<file path="src/rtl/vms_pkg.sv">
// Shared types and sizing helpers for the vector memory sequencer.
package vms_pkg;

  typedef enum logic [1:0] {
    IDLE = 2'd0,
    XFER = 2'd1,
    DONE = 2'd2
  } vms_state_t;

  localparam int LANES_DEF  = 4;
  localparam int LANE_W_DEF = 32;
  localparam int ADDR_W_DEF = 32;
  localparam int LANE_BYTES = LANE_W_DEF / 8;

  // Lane counter width; a single-lane build still needs one bit.
  function automatic int lane_idx_w(input int lanes);
    return (lanes > 1) ? $clog2(lanes) : 1;
  endfunction

endpackage

</file>
<file path="src/rtl/vms_lane_buffer.sv">
// LANES x LANE_W register file: bulk or lane-indexed write, lane-indexed read.
module vms_lane_buffer
  import vms_pkg::*;
#(
  parameter int LANES  = LANES_DEF,
  parameter int LANE_W = LANE_W_DEF,
  parameter int IW     = lane_idx_w(LANES_DEF)
) (
  input  logic                    clk,
  input  logic                    rst,
  input  logic                    wr_all,
  input  logic [LANES*LANE_W-1:0] wr_all_data,
  input  logic                    wr_en,
  input  logic [IW-1:0]           wr_idx,
  input  logic [LANE_W-1:0]       wr_data,
  input  logic [IW-1:0]           rd_idx,
  output logic [LANE_W-1:0]       rd_data,
  output logic [LANES*LANE_W-1:0] q
);

  logic [LANES-1:0][LANE_W-1:0] mem;

  always_ff @(posedge clk) begin
    if (!rst) begin
      mem <= '0;
    end else if (wr_all) begin
      mem <= wr_all_data;
    end else if (wr_en) begin
      mem[wr_idx] <= wr_data;
    end
  end

  assign rd_data = mem[rd_idx];
  assign q       = mem;

endmodule

</file>
<file path="src/rtl/vector_mem_sequencer.sv">
// Splits 128-bit vector loads/stores into word transfers and stalls decode
// until the whole vector has moved.
//
//   state | meaning
//   IDLE  | waiting for start_load / start_store
//   XFER  | one lane request outstanding, advance on mem_ack
//   DONE  | single completion cycle, pulse load_valid / store_done
module vector_mem_sequencer
  import vms_pkg::*;
#(
  parameter int LANES  = LANES_DEF,
  parameter int LANE_W = LANE_W_DEF,
  parameter int ADDR_W = ADDR_W_DEF
) (
  input  logic                    clk,
  input  logic                    rst,
  input  logic                    start_load,
  input  logic                    start_store,
  input  logic [ADDR_W-1:0]       base_addr,
  input  logic [LANES*LANE_W-1:0] store_data,
  output logic                    mem_req,
  output logic                    mem_we,
  output logic [ADDR_W-1:0]       mem_addr,
  output logic [LANE_W-1:0]       mem_wdata,
  input  logic [LANE_W-1:0]       mem_rdata,
  input  logic                    mem_ack,
  output logic [LANES*LANE_W-1:0] load_data,
  output logic                    load_valid,
  output logic                    store_done,
  output logic                    busy,
  output logic                    stuck
);

  localparam int IW   = lane_idx_w(LANES);
  localparam int STEP = LANE_W / 8;
  localparam logic [IW-1:0] LAST_LANE = IW'(LANES - 1);

  vms_state_t         state_q, state_d;
  logic [IW-1:0]      lane_q;
  logic [ADDR_W-1:0]  base_q;
  logic               we_q;
  logic               accept;
  logic               capture;
  logic [LANE_W-1:0]  st_lane;
  logic [ADDR_W-1:0]  lane_off;

  logic [LANES*LANE_W-1:0] st_q_unused;
  logic [LANE_W-1:0]       ld_rd_unused;

  // Load wins when both starts arrive together.
  assign accept   = (state_q == IDLE) && (start_load || start_store);
  assign capture  = (state_q == XFER) && mem_ack && !we_q;
  assign lane_off = ADDR_W'(lane_q) * ADDR_W'(STEP);
  assign busy     = (state_q != IDLE);

  always_ff @(posedge clk) begin
    if (!rst) begin
      state_q <= IDLE;
      lane_q  <= '0;
      base_q  <= '0;
      we_q    <= 1'b0;
    end else begin
      state_q <= state_d;
      if (accept) begin
        base_q <= base_addr;
        we_q   <= !start_load;
        lane_q <= '0;
      end else if ((state_q == XFER) && mem_ack && (lane_q != LAST_LANE)) begin
        lane_q <= lane_q + 1'b1;
      end
    end
  end

  always_comb begin
    state_d    = state_q;
    mem_req    = 1'b0;
    mem_we     = 1'b0;
    mem_addr   = '0;
    mem_wdata  = '0;
    load_valid = 1'b0;
    store_done = 1'b0;
    stuck      = 1'b0;
    case (state_q)
      IDLE: begin
        stuck = start_load || start_store;
        if (stuck) state_d = XFER;
      end
      XFER: begin
        stuck     = 1'b1;
        mem_req   = 1'b1;
        mem_we    = we_q;
        mem_addr  = base_q + lane_off;
        mem_wdata = we_q ? st_lane : '0;
        if (mem_ack && (lane_q == LAST_LANE)) state_d = DONE;
      end
      DONE: begin
        // stuck stays low here so the stalled instruction retires this cycle
        load_valid = !we_q;
        store_done = we_q;
        state_d    = IDLE;
      end
      default: state_d = IDLE;
    endcase
  end

  vms_lane_buffer #(.LANES(LANES), .LANE_W(LANE_W), .IW(IW)) u_st_buf (
    .clk         (clk),
    .rst         (rst),
    .wr_all      (accept && !start_load),
    .wr_all_data (store_data),
    .wr_en       (1'b0),
    .wr_idx      ('0),
    .wr_data     ('0),
    .rd_idx      (lane_q),
    .rd_data     (st_lane),
    .q           (st_q_unused)
  );

  // Separate load buffer so a store never disturbs the last load result.
  vms_lane_buffer #(.LANES(LANES), .LANE_W(LANE_W), .IW(IW)) u_ld_buf (
    .clk         (clk),
    .rst         (rst),
    .wr_all      (1'b0),
    .wr_all_data ('0),
    .wr_en       (capture),
    .wr_idx      (lane_q),
    .wr_data     (mem_rdata),
    .rd_idx      ('0),
    .rd_data     (ld_rd_unused),
    .q           (load_data)
  );

endmodule

</file>
<file path="config.mk">
export PLATFORM = sky130hd
export DESIGN_NAME = vector_mem_sequencer
export DESIGN_NICKNAME = d
export VERILOG_FILES = /design/src/rtl/vms_pkg.sv /design/src/rtl/vms_lane_buffer.sv /design/src/rtl/vector_mem_sequencer.sv
export SDC_FILE = /design/constraint.sdc
export NUM_CORES = 1
export LEC_CHECK = 0
export ABC_AREA = 1
export CAP_MARGIN = 20
export CORE_AREA = 10 10 246 225
export CTS_BUF_LIST = sky130_fd_sc_hd__clkbuf_16
export DETAILED_ROUTE_END_ITERATION = 6
export DIE_AREA = 0 0 256 235
export GPL_TIMING_DRIVEN = 0
export PLACE_DENSITY = 0.71
export SLEW_MARGIN = 20
export SYNTH_ARGS = -nofsm -noshare
export SYNTH_HDL_FRONTEND = slang
export SYNTH_HIERARCHICAL = 1
export SYNTH_SLANG_ARGS = --single-unit
</file>
<file path="constraint.sdc">
create_clock -name clk -period 4.5 [get_ports clk]
set_input_delay 1.125 -clock clk [delete_from_list [all_inputs] [get_ports clk]]
set_output_delay 1.125 -clock clk [all_outputs]
set_load 0.05 [all_outputs]
</file>
**Yosys cells after proc, flatten, opt, wreduce, memory -nomap -nowiden**

Cells that the tools add are included.

- Bits in registers: 293
- Input bits: 197

- Add/subtract/negate cells: 2
- Order comparisons: 2
- Equal/unequal tests: 6
- Multiplexer cells: 16
- Bitwise operators: 1
- Reduce and logical (&&, ||, !) cells: 14

Operators with widths:

| operator | count |
|---|---|
| 32-bit 2-to-1 mux | 5 |
| 128-bit bitwise mux | 1 |
| 32-bit binary-select mux with 2-bit select | 1 |
| 32-bit demux with 2-bit select | 1 |
| 32-bit by 4-bit adder with 32-bit output | 1 |
| 1-bit logical AND | 7 |
| 2-bit == test (second input constant) | 2 |
| 1-bit 2-to-1 mux | 4 |
| 2-bit 2-to-1 mux | 2 |
| 2-bit by 1-bit inequality test with 1-bit output (second input constant) | 2 |
| 2-bit one-hot mux with 2 select lines | 1 |
| 2-bit by 3-bit < comparator with 1-bit output (second input constant) | 1 |
| 2-bit by 1-bit adder with 2-bit output (second input constant) | 1 |
| 2-bit by 1-bit == test with 1-bit output (second input constant) | 1 |
| 2-bit by 1-bit greater-or-equal comparator with 1-bit output (second input constant) | 1 |
| 1-bit logical NOT | 2 |
| 2-bit logical NOT | 1 |
| 2-bit inequality test (second input constant) | 1 |
| 1-bit one-hot mux with 2 select lines | 1 |
| 2-bit AND reduction | 1 |
| 2-bit nonzero test | 1 |
| 2-bit OR reduction | 1 |
| 1-bit logical OR | 1 |
| 1-bit NOT | 1 |

**Longest topological paths before layout**

- Depth after elaboration: 5
- Mapped depth: 13
- Mapped depth without buffers: 11

**By module**

Netlist, hierarchy kept.

By module, submodules not included:

| module | instances | cells each | area an instance (um^2) |
|---|---|---|---|
| vms_lane_buffer | 2 | 1501 | 8110.3 |
| vector_mem_sequencer | 1 | 471 | 2621.3 |

**Least setup slack after synthesis**

No wires, ideal clock.

- Path type: register to output
- Start: register lane_q[0]
- End: output mem_addr[8]
- Arrival: 2.383 ns
- Setup slack: 0.992 ns
- Cell stages (with the launch flop): 7
- Path buffers: 0
- Path through: dfxtp_1 ha_1 fa_1 nand2_2 nor2_4 and3_1 nor3_1

- Longest elaborated chain between the ends: 2

Ends and longest elaborated chain:

| element | line | text |
|---|---|---|
| from (decl) | vector_mem_sequencer.sv:39 | `logic [IW-1:0] lane_q;` |
| from (signal assigned) | vector_mem_sequencer.sv:69 | `lane_q <= lane_q + 1'b1;` |
| 32-bit by 4-bit adder with 32-bit output | vector_mem_sequencer.sv:92 | `mem_addr = base_q + lane_off;` |
| 32-bit 2-to-1 mux | vector_mem_sequencer.sv:83 | `case (state_q)` |
| to (decl) | vector_mem_sequencer.sv:23 | `output logic [ADDR_W-1:0] mem_addr,` |

No other way between the ends.

**Worst setup path in the final report**

- Start: register lane_q[1]
- End: output mem_wdata[14]

- Longest elaborated chain between the ends: 4

Ends and longest elaborated chain:

| element | line | text |
|---|---|---|
| 32-bit binary-select mux with 2-bit select | vms_lane_buffer.sv:33 | `assign rd_data = mem[rd_idx];` |
| 32-bit 2-to-1 mux (not written as such) | vms_lane_buffer.sv:33 |  |
| via st_lane[14] | vector_mem_sequencer.sv:44 | `logic [LANE_W-1:0] st_lane;` |
| 32-bit 2-to-1 mux | vector_mem_sequencer.sv:93 | `mem_wdata = we_q ? st_lane : '0;` |
| 32-bit 2-to-1 mux | vector_mem_sequencer.sv:83 |  |
| to (decl) | vector_mem_sequencer.sv:24 | `output logic [LANE_W-1:0] mem_wdata,` |

The timed path passes the listed nets, and every way through them passes these cells. The select of a mux whose other input is x is not followed.

==> impl_metrics.ini <==
[cells_and_area]
drive_above_1_share_pct = 3.232
nets = 4135
final_cell_area_sq_um = 24690
syn2layout_area_growth_pct = 37.45

[timing]
tightest_slew_ps = 936.6
setup_viol_count_final = 0
hold_viol = 0
fin_setup_tns_ps = 0
fin_hold_ws_ps = 464.3
finalCriticalPeriod_ps = 4338
rsz0062_at_grt = no
timing.final.crit_share_pct = 96.40
fmax_ghz = 0.2305
drv_slew = 0
setup_slack_ps = 162.1
slew_headroom_pct = 37.36
skew_ps = 18.16

[setup_path]
worst_ep_required_time_ps = 3380
arrival_ps = 3210
end_kind = primary output
setup.worst_path.start_class = flip-flop
path_max_fanout = 12
worstSetupPathType = flip-flop to primary output

[floorplanning]
initial_core_util_pct = 35.95
rows = 78
fp.dieH_um = 235
die-area_sq_um = 60160
pin_count = 395
core-area_sq_um = 49970
die_x_um = 256

[clock_network]
cts.sinks = 293
cts_made_buffers = 36
root_buffer = clkbuf_16
htreeDepth = 2
hold_buffers = 0
clk_pin_slew_worst_paths_ps = 60
worst_skew_pair.late_latency_ps = 560
cts_tree = built
clock_path_buffers = 3

[power]
seqPwrFrac_pct = 37.4
comb_power_share_pct = 27.8
powerDensity_nw_per_um2 = 320.6
swShare_pct = 34.74
ir_drop_mv = 0.2258
leakagePower_uw = 0.01202
p_int_uw = 5165
p_switching_uw = 2750
clock_power_share_pct = 34.8

[logic_synthesis]
yosysWarnings = 6
syn_area_sq_um = 17960
synthCells = 3292
avgSynthCellArea_sq_um = 5.456

[place]
dpl_cell_area_sq_um = 23550
dp.final_hpwl_um = 55510
gp_congestion = 0.9282
portBuffers = 394
place_ws_ps = -29.31

[outcome]
outcome = completed

[global_route]
grt-ovfl-total = 0
track_usage_pct = 22.35
grt_pass1_vias = 19095
grt_max_degree = 14
antenna_found_initial = 4
grt_pass1_wl_um = 107800

[drt]
route.detailed.drc = 0
first_pass_iters = 5
ant_nets = 0
finalWirelength_um = 70210
drt-initial-drc-count = 1734
vias_per_cell = 4.510
routedWlPerCell_um = 15.12
vias = 20942

[flow_run]
drv_cap = 0

[worst_hold_path]
min_path_type = flip-flop to flip-flop
power groups by stage:
| stage | clock network (uW) | registers [uW] | logic, uW |
|---|---|---|---|
| after floorplan | 0 | 3310 | 1100 |
| after global placement | 0 | 3010 | 2130 |
| after detailed placement | 0 | 3020 | 2140 |
| after CTS | 2810 | 2960 | 2150 |
| after global routing | 2920 | 2990 | 2420 |
| final | 2750 | 2960 | 2200 |
state kept, by name, indices dropped and copies added, names as in the netlist:
register / count
we_q: 1
state_q: 2
u_ld_buf/q: 128
lane_q: 2
base_q: 32
u_st_buf/q: 128
final cells by class:
class,instances,area (sq um)
clock inverters,29,183.9
repair buffers,394,3984
clock buffers,36,900.9
multi-input cells,2632,10650
diodes,2,5.005
plain buffers,205,852.1
fillers,5291,25280
inverters,372,1396
well taps,680,850.8
flip-flops and latches,293,5868
path summary, 6_finish.rpt:
kind / slack [ps] / start / to / depth (start not counted)
worst max-delay path: 160 / lane_q[1]$_SDFFE_PP0P_ / mem_wdata[14] / 8
worst min-delay path: 460 / base_q[1]$_SDFFE_PN0P_ / base_q[1]$_SDFFE_PN0P_ / 2
worst max register to register: 1480 / state_q[0]$_SDFFE_PN0P_ / u_st_buf/q[0]$_SDFFE_PN0P_ / 12
worst min register to register: 460 / base_q[1]$_SDFFE_PN0P_ / base_q[1]$_SDFFE_PN0P_ / 2
metal layers:
layer	share of wire [%]	wire, um	up-vias	track usage, %
met5	0.058	41	-	0
met4	2.9	2042	6	7.763
met3	8.1	5703	98	4.775
met2	44	30970	723	35.61
met1	45	31450	9160	29.37
li1	-	-	10955	-
worst max-delay path: stages, from the launching register on:
cell	delay, ps
dfxtp_2	530
clkbuf_2	410
clkbuf_1	520
a21oi_1	100
o21ai_0	160
nand2_1	80
nand2_1	80
nor2_1	60
clkdlybuf4s50_1	720
cells in the final DEF, fill, tap and decap left out, types with 18 or more instances in the layout:
master           instances
o211ai_1                32
nand2_1               1236
buf_2                   51
dfxtp_1                291
inv_1                  377
conb_1                 211
clkbuf_16               36
a21oi_1                 66
buf_1                   24
clkbuf_1               120
dlymetal6s2s_1          18
o21ai_0                136
clkdlybuf4s50_1        372
nor2_1                 711
nand3_1                211
stage by stage:
step	utilization (%)	power, uW	std cells
finish	49.41	7915	4643
global route	49.41	8328	4642
CTS	49.30	7915	4641
detailed placement	47.12	5156	4576
global placement	47.12	5139	4576
floorplan	-	4408	3502
what timing repair did:
action                     in CTS  in global routing
pin swaps                       0                  0
setup endpoints to repair      44                 30
gates cloned                    0                  0
setup buffers                   0                  0
resized for setup              11                 27
Note: power is estimated with default switching activity, not from simulation.
